`config.mk`:
```
export PLATFORM = sky130hd
export DESIGN_NAME = z80_io_target_flat
export DESIGN_NICKNAME = d
export VERILOG_FILES = /design/src/rtl/z80_bus_pkg.sv /design/src/rtl/z80_io_target_if.sv /design/src/rtl/z80_irq_latch.sv /design/src/rtl/z80_io_target.sv /design/src/flat_wrapper.sv
export SDC_FILE = /design/constraint.sdc
export NUM_CORES = 1
export LEC_CHECK = 0
export CAP_MARGIN = 20
export CORE_UTILIZATION = 46
export DETAILED_ROUTE_END_ITERATION = 12
export HOLD_SLACK_MARGIN = 0.08
export PLACE_DENSITY = 0.76
export REMOVE_ABC_BUFFERS = 1
export SLEW_MARGIN = 20
export SYNTH_ARGS = -nofsm -noshare
export SYNTH_HDL_FRONTEND = slang
export SYNTH_SLANG_ARGS = --single-unit
```
`constraint.sdc`:
```
create_clock -name clk -period 2.57 [get_ports clk]
set_clock_uncertainty 0.15 [all_clocks]
set_input_delay 0.514 -clock clk [delete_from_list [all_inputs] [get_ports clk]]
set_output_delay 0.514 -clock clk [all_outputs]
set_load 0.01 [all_outputs]
```
`src/rtl/z80_bus_pkg.sv`:
```
// Shared Z80 bus definitions: responder state encoding, open-bus value,
// backend command payload and strobe decode helpers.
package z80_bus_pkg;

    localparam int unsigned DATA_W = 8;
    localparam int unsigned ADDR_W = 16;
    localparam int unsigned CNT_W  = 16;

    localparam logic [DATA_W-1:0] OPEN_BUS = 8'hFF;

    typedef enum logic [1:0] {
        ST_IDLE = 2'd0,
        ST_REQ  = 2'd1,
        ST_DONE = 2'd2,
        ST_INTA = 2'd3
    } state_e;

    typedef struct packed {
        logic              we;
        logic [DATA_W-1:0] addr;
        logic [DATA_W-1:0] wdata;
    } bk_cmd_t;

    function automatic logic is_io_rd(input logic iorq_n, input logic m1_n, input logic rd_n);
        return !iorq_n && m1_n && !rd_n;
    endfunction

    function automatic logic is_io_wr(input logic iorq_n, input logic m1_n, input logic wr_n);
        return !iorq_n && m1_n && !wr_n;
    endfunction

    function automatic logic is_inta(input logic iorq_n, input logic m1_n);
        return !iorq_n && !m1_n;
    endfunction

endpackage

```
`src/rtl/z80_io_target_if.sv`:
```
// CPU strobe/data bus, backend req/ack channel and interrupt lines of the I/O responder.
interface z80_io_target_if;
    import z80_bus_pkg::*;

    logic [ADDR_W-1:0] A;
    logic [DATA_W-1:0] dout;
    logic              m1_n;
    logic              iorq_n;
    logic              rd_n;
    logic              wr_n;
    logic              wait_n;
    logic              int_n;
    logic [DATA_W-1:0] di_out;
    logic              di_oe;

    logic              bk_req;
    logic              bk_we;
    logic [DATA_W-1:0] bk_addr;
    logic [DATA_W-1:0] bk_wdata;
    logic              bk_ack;
    logic [DATA_W-1:0] bk_rdata;

    logic              irq;
    logic              timeout_flag;

    modport master (
        output A, dout, m1_n, iorq_n, rd_n, wr_n, bk_ack, bk_rdata, irq,
        input  wait_n, int_n, di_out, di_oe, bk_req, bk_we, bk_addr, bk_wdata, timeout_flag
    );

    modport slave (
        input  A, dout, m1_n, iorq_n, rd_n, wr_n, bk_ack, bk_rdata, irq,
        output wait_n, int_n, di_out, di_oe, bk_req, bk_we, bk_addr, bk_wdata, timeout_flag
    );

endinterface

```
`src/rtl/z80_irq_latch.sv`:
```
// Single-source interrupt pending latch; a set in the same cycle as a clear keeps it pending.
module z80_irq_latch (
    input  logic clk,
    input  logic reset_n,
    input  logic cen,
    input  logic set_i,
    input  logic clr_i,
    output logic int_n
);

    logic pending_q;
    logic pending_d;

    always_comb begin
        pending_d = pending_q;
        if (cen) begin
            if (set_i) begin
                pending_d = 1'b1;
            end else if (clr_i) begin
                pending_d = 1'b0;
            end
        end
    end

    always_ff @(posedge clk or negedge reset_n) begin
        if (!reset_n) begin
            pending_q <= 1'b0;
        end else begin
            pending_q <= pending_d;
        end
    end

    assign int_n = !pending_q;

endmodule

```
`src/rtl/z80_io_target.sv`:
```
// Z80 port-window responder: forwards I/O cycles to a slow req/ack backend,
// stretches the CPU with wait_n, and answers IM2 acknowledge with a fixed vector.
module z80_io_target
    import z80_bus_pkg::*;
#(
    parameter logic [DATA_W-1:0] BASE    = 8'h40,
    parameter logic [DATA_W-1:0] MASK    = 8'hF0,
    parameter int unsigned       TIMEOUT = 255,
    parameter logic [DATA_W-1:0] VECTOR  = 8'hE0
) (
    input logic            clk,
    input logic            reset_n,
    input logic            cen,
    z80_io_target_if.slave bus
);

    localparam logic [CNT_W-1:0] TMO_LAST = CNT_W'(TIMEOUT - 1);

    state_e            state_q, state_d;
    logic [CNT_W-1:0]  cnt_q, cnt_d;
    logic              bk_req_q, bk_req_d;
    bk_cmd_t           cmd_q, cmd_d;
    logic [DATA_W-1:0] di_q, di_d;
    logic              tmo_q, tmo_d;

    logic io_rd_c, io_wr_c, inta_c, io_hit_c, addr_hit_c, timeout_hit_c;
    logic int_n_c;
    logic unused_addr_hi;

    // Decodes are gated by reset so wait_n/di_oe release while reset is held.
    always_comb begin
        addr_hit_c    = ((bus.A[7:0] & MASK) == (BASE & MASK));
        io_rd_c       = is_io_rd(bus.iorq_n, bus.m1_n, bus.rd_n);
        io_wr_c       = is_io_wr(bus.iorq_n, bus.m1_n, bus.wr_n);
        io_hit_c      = reset_n && addr_hit_c && (io_rd_c || io_wr_c);
        inta_c        = reset_n && is_inta(bus.iorq_n, bus.m1_n);
        timeout_hit_c = (cnt_q >= TMO_LAST);
    end

    always_comb begin
        state_d  = state_q;
        cnt_d    = cnt_q;
        bk_req_d = bk_req_q;
        cmd_d    = cmd_q;
        di_d     = di_q;
        tmo_d    = tmo_q;
        if (cen) begin
            unique case (state_q)
                ST_IDLE: begin
                    if (inta_c) begin
                        state_d = ST_INTA;
                    end else if (io_hit_c) begin
                        state_d    = ST_REQ;
                        bk_req_d   = 1'b1;
                        cmd_d.we   = io_wr_c;
                        cmd_d.addr = bus.A[7:0] & ~MASK;
                        if (io_wr_c) begin
                            cmd_d.wdata = bus.dout;
                        end
                        cnt_d = '0;
                    end
                end
                ST_REQ: begin
                    // Ack takes priority over a timeout landing in the same cycle.
                    if (bus.bk_ack) begin
                        state_d  = ST_DONE;
                        bk_req_d = 1'b0;
                        if (!cmd_q.we) begin
                            di_d = bus.bk_rdata;
                        end
                    end else if (timeout_hit_c) begin
                        state_d  = ST_DONE;
                        bk_req_d = 1'b0;
                        di_d     = OPEN_BUS;
                        tmo_d    = 1'b1;
                    end else if (cnt_q != '1) begin
                        cnt_d = cnt_q + CNT_W'(1);
                    end
                end
                ST_DONE: begin
                    if (bus.rd_n && bus.wr_n && bus.iorq_n) begin
                        state_d = ST_IDLE;
                        di_d    = OPEN_BUS;
                    end
                end
                ST_INTA: begin
                    if (bus.iorq_n) begin
                        state_d = ST_IDLE;
                    end
                end
                default: state_d = ST_IDLE;
            endcase
        end
    end

    always_ff @(posedge clk or negedge reset_n) begin
        if (!reset_n) begin
            state_q  <= ST_IDLE;
            cnt_q    <= '0;
            bk_req_q <= 1'b0;
            cmd_q    <= '0;
            di_q     <= OPEN_BUS;
            tmo_q    <= 1'b0;
        end else begin
            state_q  <= state_d;
            cnt_q    <= cnt_d;
            bk_req_q <= bk_req_d;
            cmd_q    <= cmd_d;
            di_q     <= di_d;
            tmo_q    <= tmo_d;
        end
    end

    z80_irq_latch u_irq_latch (
        .clk     (clk),
        .reset_n (reset_n),
        .cen     (cen),
        .set_i   (bus.irq),
        .clr_i   (state_q == ST_INTA),
        .int_n   (int_n_c)
    );

    assign bus.wait_n       = !(io_hit_c && (state_q == ST_IDLE || state_q == ST_REQ));
    assign bus.di_oe        = (reset_n && state_q == ST_DONE && !bus.rd_n && !bus.iorq_n) || inta_c;
    assign bus.di_out       = inta_c ? VECTOR : di_q;
    assign bus.int_n        = int_n_c;
    assign bus.bk_req       = bk_req_q;
    assign bus.bk_we        = cmd_q.we;
    assign bus.bk_addr      = cmd_q.addr;
    assign bus.bk_wdata     = cmd_q.wdata;
    assign bus.timeout_flag = tmo_q;

    assign unused_addr_hi = ^bus.A[15:8];

endmodule
```
`src/flat_wrapper.sv`:
```
// flat-port wrapper written by rule: the top's interface ports become plain ports
module z80_io_target_flat import z80_bus_pkg::*;
#(
    parameter logic [DATA_W-1:0] BASE    = 8'h40,
    parameter logic [DATA_W-1:0] MASK    = 8'hF0,
    parameter int unsigned       TIMEOUT = 255,
    parameter logic [DATA_W-1:0] VECTOR  = 8'hE0
)
  (clk, reset_n, cen, bus_A, bus_dout, bus_m1_n, bus_iorq_n, bus_rd_n, bus_wr_n, bus_bk_ack, bus_bk_rdata, bus_irq, bus_wait_n, bus_int_n, bus_di_out, bus_di_oe, bus_bk_req, bus_bk_we, bus_bk_addr, bus_bk_wdata, bus_timeout_flag);
  z80_io_target_if bus_i ();
  input logic clk;
  input logic reset_n;
  input logic cen;
  input wire logic [$bits(bus_i.A)-1:0] bus_A;
  input wire logic [$bits(bus_i.dout)-1:0] bus_dout;
  input wire logic [$bits(bus_i.m1_n)-1:0] bus_m1_n;
  input wire logic [$bits(bus_i.iorq_n)-1:0] bus_iorq_n;
  input wire logic [$bits(bus_i.rd_n)-1:0] bus_rd_n;
  input wire logic [$bits(bus_i.wr_n)-1:0] bus_wr_n;
  input wire logic [$bits(bus_i.bk_ack)-1:0] bus_bk_ack;
  input wire logic [$bits(bus_i.bk_rdata)-1:0] bus_bk_rdata;
  input wire logic [$bits(bus_i.irq)-1:0] bus_irq;
  output wire logic [$bits(bus_i.wait_n)-1:0] bus_wait_n;
  output wire logic [$bits(bus_i.int_n)-1:0] bus_int_n;
  output wire logic [$bits(bus_i.di_out)-1:0] bus_di_out;
  output wire logic [$bits(bus_i.di_oe)-1:0] bus_di_oe;
  output wire logic [$bits(bus_i.bk_req)-1:0] bus_bk_req;
  output wire logic [$bits(bus_i.bk_we)-1:0] bus_bk_we;
  output wire logic [$bits(bus_i.bk_addr)-1:0] bus_bk_addr;
  output wire logic [$bits(bus_i.bk_wdata)-1:0] bus_bk_wdata;
  output wire logic [$bits(bus_i.timeout_flag)-1:0] bus_timeout_flag;
  assign bus_i.A = bus_A;
  assign bus_i.dout = bus_dout;
  assign bus_i.m1_n = bus_m1_n;
  assign bus_i.iorq_n = bus_iorq_n;
  assign bus_i.rd_n = bus_rd_n;
  assign bus_i.wr_n = bus_wr_n;
  assign bus_i.bk_ack = bus_bk_ack;
  assign bus_i.bk_rdata = bus_bk_rdata;
  assign bus_i.irq = bus_irq;
  assign bus_wait_n = bus_i.wait_n;
  assign bus_int_n = bus_i.int_n;
  assign bus_di_out = bus_i.di_out;
  assign bus_di_oe = bus_i.di_oe;
  assign bus_bk_req = bus_i.bk_req;
  assign bus_bk_we = bus_i.bk_we;
  assign bus_bk_addr = bus_i.bk_addr;
  assign bus_bk_wdata = bus_i.bk_wdata;
  assign bus_timeout_flag = bus_i.timeout_flag;
  z80_io_target #(.BASE(BASE), .MASK(MASK), .TIMEOUT(TIMEOUT), .VECTOR(VECTOR)) u_core (.clk(clk), .reset_n(reset_n), .cen(cen), .bus(bus_i));
endmodule
```
==> impl_metrics.tcl <==
set metrics [dict create \
    overflow 0 \
    ir_drop_v 0.000328 \
    ff2ff_path_depth 8 \
    ioPinCount 71 \
    post-route-util_pct 68.6 \
    die_area_sq_mm 0.00492 \
    relSlewSlack_pct 66.2 \
    nNetsFinal 329 \
    h-tree-depth 2 \
    worst_slew_pin_slew_ps 506 \
    dp_slack_ps -258 \
    grt_max_degree 41 \
    synth_edf_count 0 \
    worstPathRequired_ps 1910 \
    final_area_sq_mm 0.00303 \
    antenna_left 0 \
    fillers 356 \
    detail_route.vias_per_cell 5.21 \
    worstPathArrival_ps 1780 \
    ys_ff_latch 42 \
    vias 1760 \
    synthSimpleGateAreaFrac_pct 24.3 \
    multi_input_area_sq_mm 0.00102 \
    firstDrtPassIters 4 \
    clk_pin_slew_ps 80 \
    cts.sinks 42 \
    synthMuxAreaShare_pct 9.90 \
    antenna_found_initial 0 \
    rsz0062_at_grt "false" \
    grt_usage_pct 21.9 \
    p_leak_nw 1.40 \
    finalHoldViolCount 0 \
    synth_flop_cell "dfrtp_1" \
    ys_types 46 \
    wire_per_inst_um 14.3 \
    slew_viol_final 0 \
    yosysWarnings 0 \
    avgSynthCellArea_sq_um 10.5 \
    synth_common_cells "dfrtp_1 (34), nor2_1 (25), nand2_1 (23)" \
    std_cell_rows 24 \
    diodes 0 \
    drt-total-wl_um 4820 \
    fmax_mhz 409 \
    seqCellArea_sq_mm 0.00106 \
    powerDensity_mw_per_mm2 676 \
    ys_seq_area_share_pct 49.7 \
    crit_fanout 2 \
    grt_pass1_vias 1747 \
    finalSetupViolations 0 \
    synth_fa_ha_area_share_pct 1.17 \
    syn_inst 203 \
    endpoint_kind "primary output" \
    finalCritPeriodShare_pct 95.2 \
    synth_top_cell_by_area "dfrtp_1" \
    hp-class "input pin to async pin" \
    cts_buffers 5 \
    timing.final.ws_setup_ps 124 \
    dp_hpwl_um 3420 \
    layout-drive-gt1-share_pct 23.4 \
    grt_pass1_wl_um 8250 \
    synthTopCellsByArea "dfrtp_1 (40%), dfstp_2 (9.8%), mux2_4 (5.6%)" \
    yosys.area_share.xor_xnor_pct 0 \
    start_util_pct 48.4 \
    synth_async_sr_flop_share_pct 100 \
    synth_compound_area_share_pct 11.2 \
    drt-initial-drc-count 158 \
    yosysMostFrequentCell "dfrtp_1" \
    syn2layout_area_growth_pct 41.7 \
    setup-tns-final_ps 0 \
    insertion_delay_ps 290 \
    synth_top_family_by_area "simple AND/OR/NAND/NOR gates" \
    power_mw 2.05 \
    max_cap_violations 0 \
    start_kind "input pin" \
    coreArea_sq_mm 0.00441 \
    place_congestion 0.833 \
    cts_tree "yes" \
    cts_root_buffer "clkbuf_8" \
    synth_area_sq_mm 0.00214 \
    period_minus_slack_ps 2450 \
    port_buffers 58 \
    path_class "input pin to primary output" \
    ctsLongestPathBuffers 2 \
    yosys.area.top_type_share_pct 39.8 \
    place_area_sq_mm 0.00287 \
    die_x_um 70.1 \
    outcome "complete, no violations" \
    drc 0 \
    fp.dieH_um 70.1 \
]
## critical path, cell delays in order
cell and delay [ps]:
clkdlybuf4s50_1 440, nor4b_4 270, nand4_2 130, or2_2 280, clkbuf_2 130
## sequential cells by signal, indices dropped and copies added, names as in the netlist, 2 cells and up
name / cells
u_core.cnt_q: 16
u_core.bus.bk_wdata: 8
u_core.di_q: 8
u_core.bus.bk_addr: 4
u_core.state_q: 2
## report_power, final
| group | switching (mW) | internal (mW) |
|---|---|---|
| clock network | 0.214 | 0.311 |
| registers | 0.0888 | 0.810 |
| logic | 0.304 | 0.319 |
| total | 0.606 | 1.44 |
## stage by stage
step / std cells / hold WS [ps]
CTS: 338 / 323
global placement: 325 / 196
floorplan: 198 / 68.4
global route: 338 / 353
finish: 338 / 315
detailed placement: 325 / 197
## final cells by class
| type | count | area share [%] |
|---|---|---|
| Multi-Input combinational cell | 148 | 33.7 |
| Tap cell | 52 | 2.15 |
| Inverter | 8 | 1.07 |
| Clock buffer | 6 | 2.73 |
| Sequential cell | 42 | 35.1 |
| Timing Repair Buffer | 81 | 24.3 |
| Clock inverter | 1 | 0.992 |
## routing by layer
metal,track usage [%],share of wire [%],vias up
met5,0,0,-
met4,8.22,2.0,0
met3,6.06,6.4,8
met2,32.4,46,70
met1,30.6,46,825
li1,-,-,857
## worst paths after layout
path	end	slack (ps)	startpoint
worst max-delay path	bus_wait_n	120	bus_A[5]
worst min-delay path	u_core.bus.bk_wdata[3]	310	reset_n
worst max register to register	u_core.cnt_q[6]	470	u_core.cnt_q[0]
worst min register to register	u_core.bus.bk_addr[1]	330	u_core.bus.bk_addr[1]
max in group asynchronous	u_core.state_q[1]	1580	reset_n
min in group clk	u_core.bus.bk_addr[1]	330	u_core.bus.bk_addr[1]
## timing repair
action                                 4_1_cts  5_1_grt
buffers inserted                             4        0
setup endpoints to repair                    9        2
hold buffers                                 1        0
resized for setup                           14        5
cloned                                       1        0
pin swaps                                    3        2
endpoints found under the hold margin        2        0
## cell families (layout without fill, tap and decap cells)
family	count (synthesis)	in the layout
and+or+nand+nor	94	94
buffers and inverters	16	96
AOI/OAI and AO/OA	31	31
adders and majority gates	2	2
muxes	17	17
other	1	4
DFF	42	42
## cells in the final DEF (no fill, tap or decap), types with 4 or more instances in the layout
master and instances:
mux2i_1 8, and2_1 10, buf_4 22, clkdlybuf4s50_1 45, conb_1 4, mux2_4 8
nor2_1 25, dlygate4sd2_1 10, or2_2 5, o21ai_0 4, o2bb2ai_1 4, nand2_1 23
clkbuf_8 6, dfrtp_1 33, a31oi_1 4, inv_1 6, dfstp_2 8, nor2b_1 9
Note: power is estimated with default switching activity, not from simulation.
